==> src/rtl/check_state_pkg.sv <==
// Shared constants and state type for the sequence-check block.
// The memory game compares 2-bit elements over a growing round window.
package check_state_pkg;

    localparam int SEQ_W     = 32;
    localparam int ROUND_W   = 4;
    localparam int ELEM_W    = 2;
    localparam int MAX_ROUND = 15;

    typedef enum logic {
        ST_IDLE   = 1'b0,
        ST_RESULT = 1'b1
    } state_t;

endpackage

==> src/rtl/check_state_seq_mask_cmp.sv <==
// Combinational compare of two packed sequences over elements 0..round.
// Elements above the current round are masked out and never affect match.
module seq_mask_cmp #(
    parameter int SEQ_W   = 32,
    parameter int ROUND_W = 4,
    parameter int ELEM_W  = 2
) (
    input  logic [SEQ_W-1:0]   seq_a,
    input  logic [SEQ_W-1:0]   seq_b,
    input  logic [ROUND_W-1:0] round,
    output logic               match
);

    localparam int NUM_ELEM = SEQ_W / ELEM_W;

    logic [SEQ_W-1:0] mask;

    generate
        for (genvar gi = 0; gi < NUM_ELEM; gi++) begin : g_mask
            // Element gi participates once the round has reached it.
            assign mask[gi*ELEM_W +: ELEM_W] = {ELEM_W{(32'(round) >= gi)}};
        end
    endgenerate

    assign match = (((seq_a ^ seq_b) & mask) == '0);

endmodule

==> src/rtl/check_state.sv <==
// Registered round checker: compares the player's sequence with memory on
// each en_check edge and advances, saturates or clears the round counter.
module check_state #(
    parameter int SEQ_W   = 32,
    parameter int ROUND_W = 4,
    parameter int ELEM_W  = 2
) (
    input  logic               clk,
    input  logic               rst_check,
    input  logic               en_check,
    input  logic [SEQ_W-1:0]   seq_in_check,
    input  logic [SEQ_W-1:0]   seq_mem,
    input  logic [ROUND_W-1:0] round_ctr_in,
    output logic [ROUND_W-1:0] round_ctr_out,
    output logic               complete_check,
    output logic               game_complete
);

    import check_state_pkg::*;

    localparam logic [ROUND_W-1:0] LAST_ROUND = ROUND_W'(MAX_ROUND);

    state_t             state_reg, state_next;
    logic [ROUND_W-1:0] round_reg, round_next;
    logic               complete_reg, complete_next;
    logic               game_reg, game_next;
    logic               match;

    seq_mask_cmp #(
        .SEQ_W   (SEQ_W),
        .ROUND_W (ROUND_W),
        .ELEM_W  (ELEM_W)
    ) u_cmp (
        .seq_a (seq_in_check),
        .seq_b (seq_mem),
        .round (round_ctr_in),
        .match (match)
    );

    always_ff @(posedge clk or negedge rst_check) begin
        if (!rst_check) begin
            state_reg    <= ST_IDLE;
            round_reg    <= '0;
            complete_reg <= 1'b0;
            game_reg     <= 1'b0;
        end else begin
            state_reg    <= state_next;
            round_reg    <= round_next;
            complete_reg <= complete_next;
            game_reg     <= game_next;
        end
    end

    always_comb begin
        state_next    = state_reg;
        round_next    = round_reg;
        complete_next = complete_reg;
        game_next     = game_reg;
        // Every enabled edge is a fresh evaluation, whether in IDLE or RESULT.
        if (en_check) begin
            state_next = ST_RESULT;
            if (!match) begin
                round_next    = '0;
                complete_next = 1'b0;
                game_next     = 1'b0;
            end else if (round_ctr_in >= LAST_ROUND) begin
                round_next    = LAST_ROUND;
                complete_next = 1'b1;
                game_next     = 1'b1;
            end else begin
                round_next    = round_ctr_in + 1'b1;
                complete_next = 1'b1;
            end
        end
    end

    assign round_ctr_out  = round_reg;
    assign complete_check = complete_reg;
    assign game_complete  = game_reg;

endmodule

==> config.mk <==
export PLATFORM = sky130hd
export DESIGN_NAME = check_state
export DESIGN_NICKNAME = d
export VERILOG_FILES = /design/src/rtl/check_state_pkg.sv /design/src/rtl/check_state_seq_mask_cmp.sv /design/src/rtl/check_state.sv
export SDC_FILE = /design/constraint.sdc
export NUM_CORES = 1
export LEC_CHECK = 0
export ABC_AREA = 1
export CORE_MARGIN = 2
export CORE_UTILIZATION = 37
export CTS_BUF_LIST = sky130_fd_sc_hd__clkbuf_4 sky130_fd_sc_hd__clkbuf_8
export DETAILED_ROUTE_END_ITERATION = 12
export GPL_TIMING_DRIVEN = 0
export HOLD_SLACK_MARGIN = 0.06
export PLACE_DENSITY = 0.85
export SYNTH_ARGS = -nofsm -noshare
export SYNTH_HDL_FRONTEND = slang
export SYNTH_SLANG_ARGS = --single-unit
==> constraint.sdc <==
create_clock -name clk -period 0.8 [get_ports clk]
set_clock_uncertainty 0.05 [all_clocks]
set_input_delay 0.16 -clock clk [delete_from_list [all_inputs] [get_ports clk]]
set_output_delay 0.16 -clock clk [all_outputs]
set_load 0.1 [all_outputs]
-- Yosys cells after proc, flatten, opt, wreduce, memory -nomap -nowiden
Index checks and enable logic that the tools add are counted.
- register bits: 6
- bits in latches: 0
- memory bits (writable): 0
- bits in read-only memories: 0
- output and inout bits: 6
- memories kept: 0
- add/subtract/negate cells: 1
- multipliers: 0
- div/mod/pow operators: 0
- magnitude comparators: 16
- eq/ne operators: 1
- shifts and indexed selects: 0
- muxes and demuxes: 5
- bitwise logic cells: 2
- reduce and logical (&&, ||, !) cells: 2
- operators by type and width (operator ; count):
    greater-or-equal comparator 4 bit (second input constant) ; 9
    bitwise AND 32 bit ; 1
    zero test 32 bit ; 1
    bitwise XOR 32 bit ; 1
    greater-or-equal comparator 4 x 3 -> 1 bit (second input constant) ; 4
    greater-or-equal comparator 4 x 2 -> 1 bit (second input constant) ; 2
    two-way mux 4 bit ; 2
    adder 4 x 1 -> 4 bit (second input constant) ; 1
    greater-or-equal comparator 4 x 1 -> 1 bit (second input constant) ; 1
    two-way mux 1 bit ; 3
    inequality test 2 x 1 -> 1 bit (second input constant) ; 1
    AND reduction 2 bit ; 1

-- Depth between registers and ports, before layout
- depth in word-level cells: 5
- depth in mapped cells: 12

-- Modules after synthesis
Synthesis repeated with hierarchy kept, for this count alone.
- cells, all modules: 173
- area total of the unflattened synthesis: 933.4 um^2
- modules (own cells, without submodules) (module ; instances ; cells each ; area each (um^2) ; seq. area each (um^2)):
    seq_mask_cmp ; 1 ; 134 ; 640.6 ; 0.0
    check_state ; 1 ; 39 ; 292.8 ; 150.1

-- Worst setup path before layout
Ideal clock, no wire load.
- path kind: input to register
- start: in round_ctr_in[1]
- end: reg round_reg[0] (netlist: round_ctr_out[0])
- setup time: 68 ps
- arrival: 1233 ps
- required time: 682 ps
- setup slack: -550 ps
- stages: 12
- buffers on the path: 0
- cell sequence: inv_1 ha_1 inv_1 o21ai_0 nand2_1 o21ai_2 nand2_1 nor2_1 nand2_1 nor2_4 nand3_1 nand2_1
- cells in the longest elaborated chain, start to end: 4
- elaborated cells on any way between the ends: 20
- classes of those cells: 16 x order compare; 2 x mux; 1 x bitwise; 1 x reduce/logical
- RTL lines (what ; RTL line ; text):
    start, declared ; check_state.sv:13 ; input logic [ROUND_W-1:0] round_ctr_in,
    greater-or-equal comparator 4 x 1 -> 1 bit (tied with other cells) ; check_state_seq_mask_cmp.sv:21 ; assign mask[gi*ELEM_W +: ELEM_W] = {ELEM_W{(32'(round) >= gi)}};
    bitwise AND 32 bit ; check_state_seq_mask_cmp.sv:25 ; assign match = (((seq_a ^ seq_b) & mask) == '0);
    zero test 32 bit ; check_state_seq_mask_cmp.sv:25 ;
    two-way mux 4 bit (*) ; check_state.sv:62 ; if (!match) begin
    end signal, assigned ; check_state.sv:48 ; round_reg <= round_next;
    end, declared ; check_state.sv:24 ; logic [ROUND_W-1:0] round_reg, round_next;
Every way passes the cells marked *; elsewhere a longest branch is shown, timed or not.
A chain may end at the register's enable or synchronous reset.

-- Worst setup path after layout
- start: in round_ctr_in[1]
- end: reg round_reg[2] (netlist: round_ctr_out[2])
The elaborated chain is that of the path after synthesis.

==> flow_results.org <==
** Outcome
- The run finished, with violations left.
- The checks that failed: setup timing.

** Placement
- Once placement finished, the instance area stood at 2020 sq um.
- At the placement stage, the worst setup path has a slack of -1.28 ns.
- DPL Wire Length :: 2.63 mm
- Routability-driven placement finished with a final weighted congestion of 0.804.
- During placement, the flow inserted port buffers numbering 76.

** Worst setup path
- STA classifies the critical path endpoint as a flip-flop.
- Cell type of the slowest stage on the worst timing path :: nor2_4
- The worst register-to-register path has a setup slack of -0.17 ns.
- Data required, critical path :: 0.93 ns
- The worst register-to-register path begins at round_ctr_out[2].
- By instance count, the cell type seen most on the critical path is nand2_1.
- Startpoint type of the worst setup path :: primary input
- The worst register-to-register path ends at round_ctr_out[2].
- The critical path contains buffers and inverters numbering 3 combined.
- Family of cells with the greatest summed delay on the critical path :: simple AND/OR/NAND/NOR gates
- Worst-path fanout max :: 5
- The worst register-to-register path has a depth of 4.
- The signal on the critical path passes through buf_8, clkinvlp_4, ha_4, inv_2, o21ai_1, nand2_1, o21ai_2, nand2_1, nor2_1, nand2_1, nor2_4, nand3_2, nand2_2.
- The largest single stage delay on the critical path is 0.23 ns.
- The worst setup path is of the in2reg kind.
- Arrival time worst endpoint :: 1.51 ns

** Routing
- DRC errors left :: 0
- The count of nets left with antenna violations once routing finished came out at 0.
- In the final routing, the length of wire on met1 measures 1.36 mm.
- Total wire length after detailed routing :: 3.23 mm
- Total length of routed met2 wires :: 1.56 mm
- Detailed router's first-iteration violation count :: 42
- The final route contains 1628 vias.
- Dividing the detail-routed wire length by the instance count gives 8.40 um.
- Routed length on met3 :: 281 um
- Total iterations of the first detailed-routing run :: 4
- Detailed-route vias per instance :: 4.23
- Signal routing reaches up to met4.

** Power and ir drop
- Power density normalized to cell area :: 649 nW/um^2
- Sequential fraction of design power :: 22.4%
- Net load switching power :: 0.485 mW
- The clock network accounts for 23.9% of the total power.
- The internal power of the cells totals 0.928 mW.
- Combinational share of power :: 53.7%
- Across the VDD grid, the largest voltage drop is 564 uV.
- In this run switching power makes up 34.3% of total power.
- Static power due to leakage :: 1.45 nW

** Die
- 77 I/O pins were placed.
- In this run the horizontal extent of the chip is 60.5 um.
- Die outline height :: 60.5 um
- Starting density of the core :: 38.7%
- The floorplan step defined a die boundary enclosing 3660 sq um.
- Row count :: 20
- The core region is 3050 sq um.

** Timing
- Fraction of the cycle the final worst path needs :: 173%
- The number of hold violations in the final report came to 0.
- Based on the critical path, the design can be clocked at up to 723 MHz.
- Setup violations remaining at the end of the flow were counted as 12.
- Across all setup checks in the final design, the least slack found is -0.583 ns.
- The number of max-slew violations in the final report is 0.
- Setup repair after global routing missed its margin :: yes
- The routed design could run at a clock period as short as 1.38 ns.
- At the pin with the least slew margin, the transition time is 0.342 ns.
- Relative slew margins :: 77.1%

** Synthesis
- Synth area leader :: nand2_1
- Counting distinct cell types in the post-synthesis netlist gives 18.
- Of the synthesized area, sequential elements account for 12.7%.
- Each instance of the synthesized netlist takes up on average 4.65 sq um.
- In the synthesized netlist, the number of instances is 254.
- Net count after synthesis :: 329
- Top-area cell type share of the netlist area :: 40.0%
- Yosys printed 0 warnings.
- The mapped netlist covers 1180 sq um.
- Seq cells post-synth :: 6
- By area the synthesized netlist is led by nand2_1 (40%), inv_1 (21%), dfrtp_1 (13%), nor2_1 (5.7%), ha_1 (4.2%).

** Global route
- Global-route total usage across every layer :: 18.0%
- The first global-routing pass estimated 5.11 mm of wire.
- For this run the aggregate overflow at the end of global routing stands at 0.
- Entering global routing, the biggest net connects 9 pins.
- The initial antenna violation count was 0.
- Vias in the first global route :: 1391

** Layout
- From synthesis to final layout, the design area changed by 84.4%.
- Number of antenna repair diodes :: 0
- Once layout is done, the placed cells without fillers occupy 2180 sq um.
- For this run, the post-layout net count is 417.
- The post-route netlist has 13.5% of its cells at a drive strength greater than 1.
- Number of fill cells in the layout :: 319

** Hold path
- The min-delay analysis places its worst path in the category in2async.

** Clock network
- # H-tree levels :: 1
- Worst-skew pair later-pin latency :: 0.25 ns
- Clock buffer count from CTS :: 3
- No sink is reached through more buffers than the 2 on the longest clock path.
- Count of hold-fix buffers inserted at cts :: 0
- Clock tree from TritonCTS :: built
- Clk Tree Root Cell :: clkbuf_4
- Clock tree sinks :: 6
- After clock tree synthesis, the clock-pin slew on the worst setup and hold paths is 0.05 ns.

** Run
- Across the run, the number of max-cap violations was 0.
## state kept, by name, summed over array words and instances, names as in the netlist
register / count
game_complete: 1
complete_check: 1
round_ctr_out: 4
## per-stage QoR
| stage | cells | total power, mW | TNS [ns] | util, % | hold slack, ns |
|---|---|---|---|---|---|
| floorplan | 254 | 0.673 | -3.94 | - | -0.186 |
| global placement | 374 | 1.11 | -12.85 | 66.3 | 0.364 |
| detailed placement | 374 | 1.13 | -12.92 | 66.3 | 0.362 |
| CTS | 384 | 1.44 | -4.52 | 69.8 | 0.0900 |
| global route | 385 | 1.56 | -5.56 | 71.4 | 0.105 |
| finish | 385 | 1.41 | -4.78 | 71.4 | 0.0908 |
## worst register-to-register path, delay by kind of cell, from the launching register on
kind | cells | cell delay [ns]
and+or+nand+nor | 2 | 0.13
DFF | 1 | 0.40
buffers and inverters | 2 | 0.27
## layout by cell type, fill, tap and decap left out, types with 3 or more instances in the layout
cell type        instances
nand2_1                125
inv_1                   61
a21oi_1                  4
buf_12                   6
o21ai_0                  3
dfrtp_1                  4
nand3_2                  4
nand3_1                  6
o21ai_1                  4
inv_2                    6
dlygate4sd2_1           42
buf_4                    8
nor2_1                  17
dlymetal6s2s_1          11
clkbuf_4                 4
clkdlybuf4s50_1         13
## synthesized netlist by cell type
cell type	number
nand2_2	1
a21oi_1	4
nand2_1	126
o21ai_1	2
or2_2	1
inv_1	66
xnor2_1	1
o21ai_2	1
inv_2	3
nor2_1	18
nor3_1	1
nor2_2	2
dfrtp_1	6
ha_1	4
xor2_1	2
nor2_4	1
o21ai_0	5
nand3_1	10
## power by group through the flow
stage	Clock, mW	Sequential (mW)	Combinational (mW)
after floorplan	0	0.353	0.321
after global placement	0	0.319	0.790
after detailed placement	0	0.319	0.811
after CTS	0.353	0.317	0.767
after global routing	0.379	0.316	0.862
final	0.337	0.317	0.759
## how the worst max path moves through the flow
stage               startpoint          endpoint  slack, ns  cells after the start
6_report       round_ctr_in[1]  round_ctr_out[2]      -0.58                     13
3_3_place_gp   round_ctr_in[1]  round_ctr_out[1]      -1.26                     12
4_1_cts        round_ctr_in[1]  round_ctr_out[3]      -0.50                     13
3_5_place_dp   round_ctr_in[1]  round_ctr_out[3]      -1.28                     12
2_1_floorplan  round_ctr_in[1]  round_ctr_out[0]      -0.45                     11
5_1_grt        round_ctr_in[1]  round_ctr_out[2]      -0.66                     13
## cell families (layout without fill, tap and decap cells)
group	Yosys count	after routing	share of synthesized area [%]
AOI/OAI and AO/OA	12	12	5.40
xor gates and xnor gates	3	3	2.22
adders and majority gates	4	4	4.24
buffers and inverters	69	156	21.9
DFF	6	6	12.7
and+or+nand+nor	160	160	53.5
## final cells by class
cell class / count / area, sq um / share of cell area, %
clock buffers: 4 / 30.0 / 1.38
inverters: 69 / 265 / 12.2
multi-input cells: 179 / 830 / 38.1
flip-flops and latches: 6 / 158 / 7.24
well taps: 44 / 55.1 / 2.53
repair buffers: 83 / 841 / 38.6
## per-layer routing
| layer | up-vias | track usage (%) |
|---|---|---|
| met5 | - | 0 |
| met4 | 0 | 5.28 |
| met3 | 4 | 4.48 |
| met2 | 59 | 33.7 |
| met1 | 667 | 20.2 |
| li1 | 898 | - |
## repair_timing
| item | CTS | global route |
|---|---|---|
| pin swaps | 16 | 12 |
| gates resized for setup | 115 | 23 |
| endpoints found under the setup margin | 12 | 12 |
| buffers inserted | 6 | 1 |
No activity file was read; power rests on OpenSTA's default activity.
